**src/rtl/fb_mem_arbiter.sv**
```systemverilog
// Framebuffer RAM arbiter: display scan-out reads have priority over the pixel
// writer; a starvation counter forces a writer slot after repeated denials.
module fb_mem_arbiter #(
    parameter int w_addr        = 17,
    parameter int w_data        = 16,
    parameter int max_wr_starve = 4,
    parameter int rd_latency    = 1,
    parameter int w_miss        = 16
) (
    input  logic              clk,
    input  logic              rst_n,
    input  logic              disp_req,
    input  logic [w_addr-1:0] disp_addr,
    output logic              disp_gnt,
    output logic              disp_rvalid,
    output logic [w_data-1:0] disp_rdata,
    input  logic              wr_valid,
    input  logic [w_addr-1:0] wr_addr,
    input  logic [w_data-1:0] wr_data,
    output logic              wr_ready,
    output logic              mem_en,
    output logic              mem_we,
    output logic [w_addr-1:0] mem_addr,
    output logic [w_data-1:0] mem_wdata,
    input  logic [w_data-1:0] mem_rdata,
    input  logic              clear_stats,
    output logic [w_miss-1:0] miss_count
);

    typedef enum logic {
        DISP_PRIO = 1'b0,
        WR_FORCE  = 1'b1
    } state_t;

    localparam logic [7:0]        starve_lim = 8'(max_wr_starve - 1);
    localparam logic [w_miss-1:0] miss_max   = {w_miss{1'b1}};
    localparam logic [w_miss-1:0] miss_one   = {{(w_miss-1){1'b0}}, 1'b1};

    state_t                state;
    state_t                state_next;
    logic [7:0]            starve_cnt;
    logic [7:0]            starve_next;
    logic                  wr_acc;
    logic [1:0]            rst_sync;
    logic                  arst_n;
    logic [rd_latency-1:0] rd_pipe;

    // Reset asserts immediately but releases only on a clock edge, two flops later.
    always_ff @(posedge clk or negedge rst_n) begin
        if (!rst_n) begin
            rst_sync <= 2'b00;
        end else begin
            rst_sync <= {rst_sync[0], 1'b1};
        end
    end

    assign arst_n = rst_sync[1];

    always_ff @(posedge clk or negedge arst_n) begin
        if (!arst_n) begin
            state      <= DISP_PRIO;
            starve_cnt <= 8'd0;
        end else begin
            state      <= state_next;
            starve_cnt <= starve_next;
        end
    end

    always_comb begin
        state_next  = DISP_PRIO;
        starve_next = starve_cnt;
        disp_gnt    = 1'b0;
        wr_ready    = 1'b0;
        wr_acc      = 1'b0;

        case (state)
            DISP_PRIO: begin
                disp_gnt = disp_req;
                wr_ready = ~disp_req;
            end
            WR_FORCE: begin
                wr_ready = 1'b1;
            end
            default: begin
                disp_gnt = disp_req;
                wr_ready = ~disp_req;
            end
        endcase

        wr_acc = wr_valid & wr_ready;

        // Only a pending writer that loses to the display accumulates starvation.
        if (wr_acc || !wr_valid) begin
            starve_next = 8'd0;
        end else if (state == DISP_PRIO && disp_req) begin
            if (starve_cnt == starve_lim) begin
                starve_next = 8'd0;
                state_next  = WR_FORCE;
            end else begin
                starve_next = starve_cnt + 8'd1;
            end
        end
    end

    always_ff @(posedge clk or negedge arst_n) begin
        if (!arst_n) begin
            mem_en    <= 1'b0;
            mem_we    <= 1'b0;
            mem_addr  <= '0;
            mem_wdata <= '0;
        end else if (disp_gnt) begin
            mem_en   <= 1'b1;
            mem_we   <= 1'b0;
            mem_addr <= disp_addr;
        end else if (wr_acc) begin
            mem_en    <= 1'b1;
            mem_we    <= 1'b1;
            mem_addr  <= wr_addr;
            mem_wdata <= wr_data;
        end else begin
            mem_en <= 1'b0;
            mem_we <= 1'b0;
        end
    end

    // rd_pipe[0] marks the command cycle; the last stage lines up with valid RAM data.
    always_ff @(posedge clk or negedge arst_n) begin
        if (!arst_n) begin
            rd_pipe     <= '0;
            disp_rvalid <= 1'b0;
            disp_rdata  <= '0;
        end else begin
            rd_pipe[0] <= disp_gnt;
            for (int i = 1; i < rd_latency; i++) begin
                rd_pipe[i] <= rd_pipe[i-1];
            end
            disp_rvalid <= rd_pipe[rd_latency-1];
            if (rd_pipe[rd_latency-1]) begin
                disp_rdata <= mem_rdata;
            end
        end
    end

    always_ff @(posedge clk or negedge arst_n) begin
        if (!arst_n) begin
            miss_count <= '0;
        end else if (clear_stats) begin
            miss_count <= '0;
        end else if (disp_req && !disp_gnt && miss_count != miss_max) begin
            miss_count <= miss_count + miss_one;
        end
    end

endmodule

```
**config.mk**
```make
export PLATFORM = sky130hd
export DESIGN_NAME = fb_mem_arbiter
export DESIGN_NICKNAME = d
export VERILOG_FILES = /design/src/rtl/fb_mem_arbiter.sv
export SDC_FILE = /design/constraint.sdc
export NUM_CORES = 1
export LEC_CHECK = 0
export ABC_AREA = 1
export CAP_MARGIN = 40
export CORE_MARGIN = 1
export CORE_UTILIZATION = 35
export DETAILED_ROUTE_END_ITERATION = 10
export HOLD_SLACK_MARGIN = 0.06
export PLACE_DENSITY = 0.66
export SKIP_CTS_REPAIR_TIMING = 1
export SLEW_MARGIN = 30
export SYNTH_ARGS = -nofsm -noshare
export SYNTH_HDL_FRONTEND = slang
export SYNTH_SLANG_ARGS = --single-unit
```
**constraint.sdc**
```tcl
create_clock -name clk -period 2.7 [get_ports clk]
set_input_delay 0.54 -clock clk [delete_from_list [all_inputs] [get_ports clk]]
set_output_delay 0.54 -clock clk [all_outputs]
set_load 0.005 [all_outputs]
```
* After elaboration in Yosys (flattened, before gate mapping)
Index checks and enable logic that the tools add are counted.
** Word-level totals
- Register bits :: 80
- Word-level logic and storage cells :: 44
** Operators by class
- Add/sub/neg operators :: 2
- Equality and inequality tests :: 2
- Mux-type cells :: 15
- Bitwise operators :: 4
- Reduce and logical (&&, ||, !) cells :: 10
** Operator list (count)
- 17-bit two-way mux :: 2
- 16-bit two-way mux :: 2
- 8-bit two-way mux :: 3
- 16-bit by 1-bit adder with 16-bit output, second input constant :: 1
- 16-bit != test, second input constant :: 1
- 8-bit by 1-bit adder with 8-bit output, second input constant :: 1
- 8-bit by 2-bit == test with 1-bit output, second input constant :: 1
- 1-bit two-way mux :: 7
- 2-bit nonzero test :: 3
- 1-bit logical AND :: 3
- 1-bit NOT :: 3
- 1-bit zero test :: 2
- 1-bit case mux with 2 select lines :: 1
- 2-bit AND reduction :: 1
- 1-bit bitwise AND :: 1
- 1-bit logical OR :: 1

* Depth between registers and ports, before layout
Gate-level depths: netlist of the first run.
- Depth after elaboration :: 6
- Gate-level depth with buffers :: 9
- Gate-level depth less buffers :: 9

* Least setup slack after synthesis of the first run
Ideal clock, no wire load.
- Path kind :: input to output
- Start point :: in disp_req
- End point :: out wr_ready
- Arrival :: 1.210 ns
- Data required time :: 2.160 ns
- Slack :: 0.950 ns
- Cell stages on the path :: 5
- Path through :: inv_1 or2_1 buf_2 buf_2 buf_4
** Between the ends
- Cells in the longest elaborated chain, start to end :: 2
** Ends and longest elaborated chain
- from (decl) :: line 12 : input logic disp_req,
- 1-bit NOT
- 1-bit case mux with 2 select lines :: line 76 : case (state)
- to (decl) :: line 20 : output logic wr_ready,
No other way between the ends.

* Worst setup path in the final report of the first run
Same ends and word-level chain as after synthesis.

==> metrics, run 1 <==
status finished, final reports clean; reg2reg end mem_addr[14]; Via density 4.74; Worst setup SP type input port; Req. time, crit path 2.16 ns; clock skew 0.0123 ns; asr flop ratio synth 100%; worst reg-to-reg setup slack between 0.9 and 1 ns; xor/xnor share of the synthesized area 1.88%; GPL Wtd Cong 0.859; Crit Path Class in2out; Root Buffer clkbuf_8; placed insts just under 700; largest family of logic cells by synthesized area simple AND/OR/NAND/NOR gates; setup_tns 0 ns; WL/cell 13.6 µm; Hold Crit Class reg2async; H-tree Lvls 3; IR Drop Worst-Case VDD around 0.30 mV; worst skew pair latency around 0.35 ns; starting density of the core a little over a third; max frequency 398 MHz; CP arrival 1.97 ns; drt first pass iters 6; GRT overflow 0; Synth cell types 32; first-pass GRT wire length 15600 µm; DRC 0; number of diodes 0; RSZ-0062 raised after global routing false; Routed Antenna Nets 0; final setup vio count 0; mapped cell area between 0.003 and 0.004 mm²; setup ws final 0.190 ns; crit-path cells clkdlybuf4s50_1 > inv_1 > or2_1 > buf_4 > clkdlybuf4s50_1; post-synthesis mux area share 4.84%; Syn Area/Cell between 8 and 9 µm²; post-route insts no fill 698; area grow syn2layout 47.8%; Tmin final 2.51 ns; post-synthesis adder-cell area fraction 0.672%; CTS Buf Count 9; vias post-DR between 3k and 4k; DRT Wirelength about 9500 µm; setup slack after placement about 0.19 ns; Die Area around 0.011 mm²; LEAKAGE 2.46 nW; P per Cell Area between 500 and 600 mW/mm²; Die X 105 µm; Crit path largest cell delay 0.48 ns; Final Cycle Share a little over 90%; synth warn 0; Final nets 631; Slew @ Worst Pin approximately 0.57 ns; Worst Reg2Reg Path Length in Cells 6; Simple-Gate Fraction of Synth Area 32.7%; initial antenna violation count 0; Reg2Reg Launch Point state; fraction of the mapped netlist area in compound gates 0.705%; syn nets 488; top cells by area, synth dfrtp_1, nand2_1, nand3_1, mux2_2, inv_1; Ports 141; CTS tree built; 1st-iter DRT viols 144; row cnt 37; ys flop type dfrtp_1; Port Buffers 140; Clock Pin Slew Worst Setup and Hold Paths about 0.08 ns; area leader, netlist dfrtp_1; vias in the first global route 3286; largest net degree at the start of global routing 41; CP dominant cell by count clkdlybuf4s50_1; Core ar. 0.0103 mm²; Hold Violations, Final 0; element type at the critical path end output pin; Max-Cap Viols 0; GRT Total Usage 18.0%; layout cells sized above 1 between 10 and 15%; EDFF count, synth 0; HPWL reported at the end of detailed placement 6880 µm; cell count after synthesis 415; clk sink count 80; Synth top area share between 50 and 60%; DIE HEIGHT 105 µm; Slew HR 61.7%; deepest clock path buffer count 2; Worst Path Max Fanout 5; Slowest-stage cell, CP clkdlybuf4s50_1; max-slew violations 0; final hold slack 0.313 ns; Synth Register Bits 80; post-synthesis sequential area ratio a little over half
==> placed cells by master, fill, tap and decap left out, types with 2 or more instances in the layout <==
master	count
clkinv_1	2
buf_4	4
nand3_2	5
nand4_1	6
nor3_1	4
ha_1	2
nor2_1	20
o21ai_0	2
clkbuf_8	9
clkdlybuf4s50_1	140
inv_2	3
nand3_1	59
nand3b_1	5
nor2_2	5
a21oi_1	2
inv_1	24
nor2_4	4
nand2_2	3
xor2_1	7
mux2_2	16
bufinv_16	3
dfrtp_1	79
nand2_4	2
clkinv_2	2
nand2_1	142
==> cell type report <==
type	count	area, µm²
fillers	976	4820
flip-flops and latches	80	2010
multi-input cells	292	1520
repair buffers	146	1470
well taps	136	170
clock buffers	9	124
clock inverters	6	109
inverters	29	109
==> worst max path at each step <==
stage,startpoint,to,slack (ns),cells after the start
floorplan,rst_sync[1],disp_rdata[0],0.31,0
global placement,disp_req,wr_ready,0.19,5
detailed placement,disp_req,wr_ready,0.19,5
CTS,disp_req,wr_ready,0.18,5
global route,disp_req,wr_ready,0.14,5
finish,disp_req,wr_ready,0.19,5
==> kinds of logic after synthesis <==
logic type      after synthesis
other cells                   1
xor+xnor                      8
flops                        80
fa+ha+maj                     2
compound gates                5
simple gates                260
mux                          16
buf+inv                      43
==> Yosys cell counts (2+ instances only) <==
cell type and n:
xor2_1 7, nor2_1 20, nand4_1 6, nand2_4 2, buf_4 3, buf_2 9, a21oi_1 2, nor2_2 5
nand2_1 142, o21ai_0 2, nor3_1 4, ha_1 2, inv_1 24, dfrtp_1 80, nor2_4 4, nand3b_1 5
nand2_2 3, nand3_1 59, inv_2 3, mux2_2 16, clkinv_1 2, nand3_2 5
==> routing by layer <==
metal	routed length, µm	track usage [%]
met2	4590	29.7
met1	4040	22.0
met3	723	5.55
met4	158	7.14
met5	0	0
==> flip-flops by register name (all words and copies together) (netlist names), 2 cells and up <==
| name | cells |
|---|---|
| disp_rdata | 16 |
| mem_wdata | 16 |
| miss_count | 16 |
| mem_addr | 17 |
| rst_sync | 2 |
| starve_cnt | 8 |
==> worst max-delay path, delay by kind of cell <==
kind | cells | cell delay [ns]
buffers and inverters | 4 | 1.15
and+or+nand+nor | 1 | 0.29
==> stage by stage <==
step	util, %	area, µm²	total power [mW]
finish	53.3	5510	2.82
global placement	50.7	5240	1.80
floorplan	-	3720	1.49
global route	53.3	5510	2.96
detailed placement	50.9	5260	1.81
CTS	53.2	5490	2.86
==> report_power, final <==
part	total [mW]	leakage (nW)	internal (mW)	switching, mW
clock	1.04	0.119	0.608	0.432
combinational	0.437	1.34	0.286	0.151
sequential	1.34	1.01	1.28	0.0590
No activity file was read; power rests on OpenSTA's default activity.
==> run 2, diff against run 1 <==
Settings changed: REMOVE_ABC_BUFFERS set to 1, SLEW_MARGIN 30 to 10.
==> metrics, run 2 (same netlist as run 1, synthesis figures left out) <==
Hold Violations, Final 0 (unchanged); Final Cycle Share 90.9% (-2.0 points); Worst Path Max Fanout 3 (-2); IR Drop Worst-Case VDD 0.288 mV (-2.8%); number of diodes 0 (unchanged); Clock power frac 34.5% (-2.4 points); area grow syn2layout 46.6%; Ports 141 (unchanged); layout cells sized above 1 10.9% (-0.16 points); Tmin final 2.46 ns (-0.0547 ns); Combinational Power Share 15.9% (+0.4 points); Crit Path Class in2out; WL/cell 13.2 µm (-2.8%); Switching Fraction 25.8% (+3.0 points); clk sink count 80 (unchanged); Port Buffers 140 (unchanged); vias in the first global route 3222 (-1.9%); DIE HEIGHT 105 µm (unchanged); Routed Antenna Nets 0 (unchanged); Final Core Density 52.9% (-0.46 points); first-pass GRT wire length 15100 µm (-2.7%); final hold slack 0.304 ns (-0.00916 ns); number of flip-flops in the largest register 17 (unchanged); initial antenna violation count 0 (unchanged); 1st-iter DRT viols 140 (-2.8%); drt first pass iters 4 (-2); RSZ-0062 raised after global routing false; Clock Pin Slew Worst Setup and Hold Paths 0.09 ns (about the same); H-tree Lvls 3 (unchanged); Hold Crit Class reg2async; Most flops, register mem_addr; DRC 0 (unchanged); commonest non-fill, non-tap cell in the layout nand2_1; largest net degree at the start of global routing 43 (+4.9%); starting density of the core 36.1% (unchanged); max-slew violations 0 (unchanged); Slew HR 54.4% (-7.3 points); Slew @ Worst Pin 0.685 ns (+0.111 ns); Die X 105 µm (unchanged); FILL cells 970 (-0.61%); sw power 0.697 mW (+8.6%); GPL Wtd Cong 0.790 (-8.1%); element type at the critical path end output pin; Reg power frac 49.6% (+2.0 points); Max-Cap Viols 0 (unchanged); CTS tree built; Via density 4.68 (-1.2%); most frequent cells in the layout nand2_1, clkdlybuf4s50_1, dfrtp_1; status finished, final reports clean; DRT Wirelength 9230 µm (-3.0%); setup_tns 0 ns (unchanged); row cnt 37 (unchanged); deepest clock path buffer count 2 (unchanged); max frequency 407 MHz (+2.2%); GRT overflow 0 (unchanged); GRT Total Usage 17.3% (-0.76 points); Req. time, crit path 2.16 ns (about the same); internal power 2.01 mW (-7.6%); HPWL reported at the end of detailed placement 6750 µm (-1.8%); Core ar. 0.0103 mm² (unchanged); Worst setup SP type input port; Die Area 0.0111 mm² (unchanged); clock skew 0.0156 ns (+0.00327 ns); P per Cell Area 496 mW/mm² (-3.1%); CP arrival 1.92 ns (-0.05 ns); LEAKAGE 2.44 nW (-1.2%); final setup vio count 0 (unchanged); Final nets 629 (-0.32%); Root Buffer clkbuf_8; CTS Buf Count 9 (unchanged); vias post-DR 3265 (-1.4%); worst skew pair latency 0.36 ns (about the same)
run 2: changes by cell type in the layout (fill, tap and decap cells not counted):
cell	delta
buf_8	-1
clkinv_2	-2
inv_6	+3
buf_4	-1
clkinvlp_4	+1
bufinv_16	-2
inv_8	+1
run 2: path summary, 6_finish.rpt:
check	from	to	slack [ns]	cells past startpoint
max	disp_req	disp_gnt	0.24	5
min	rst_sync[1]	mem_addr[0]	0.30	0
max reg2reg	state	mem_addr[15]	0.91	6
min reg2reg	rst_sync[1]	mem_addr[0]	0.30	0
max in group asynchronous	rst_sync[1]	miss_count[7]	1.80	1
min in group clk	rst_sync[0]	rst_sync[1]	0.36	0
run 2: per-layer routing:
metal	vias up	routed length, µm	GRT usage (%)
li1	1611	-	-
met1	1546	4040	21.0
met2	99	4590	30.2
met3	9	499	3.49
met4	0	99	6.34
met5	-	0	0
run 2: area by class of cell:
cell class	count	area, µm²	area share (%)
repair buffers	144	1440	26.4
inverters	29	109	1.99
well taps	136	170	3.12
clock inverters	7	83.8	1.54
multi-input cells	292	1520	27.9
clock buffers	9	124	2.27
flip-flops and latches	80	2010	36.7
run 2: critical path: stages:
cell             delay [ns]
clkdlybuf4s50_1        0.49
inv_1                  0.04
or2_1                  0.27
clkinv_1               0.08
clkdlybuf4s50_1        0.50
run 2: stage by stage:
stage	instance area (µm²)	std cells	setup slack, ns	power, mW
global placement	5230	680	0.238	1.79
CTS	5460	697	0.245	2.75
global route	5460	697	0.178	2.85
detailed placement	5250	681	0.230	1.80
finish	5460	697	0.245	2.71
floorplan	3630	401	0.307	1.48
run 2: power groups by stage:
stage	Clock [mW]	Sequential [mW]	Combinational, mW
2_1_floorplan	0	1.37	0.105
3_3_place_gp	0	1.38	0.416
3_5_place_dp	0	1.37	0.437
4_1_cts	0.967	1.34	0.439
5_1_grt	1.02	1.36	0.467
6_report	0.934	1.34	0.431
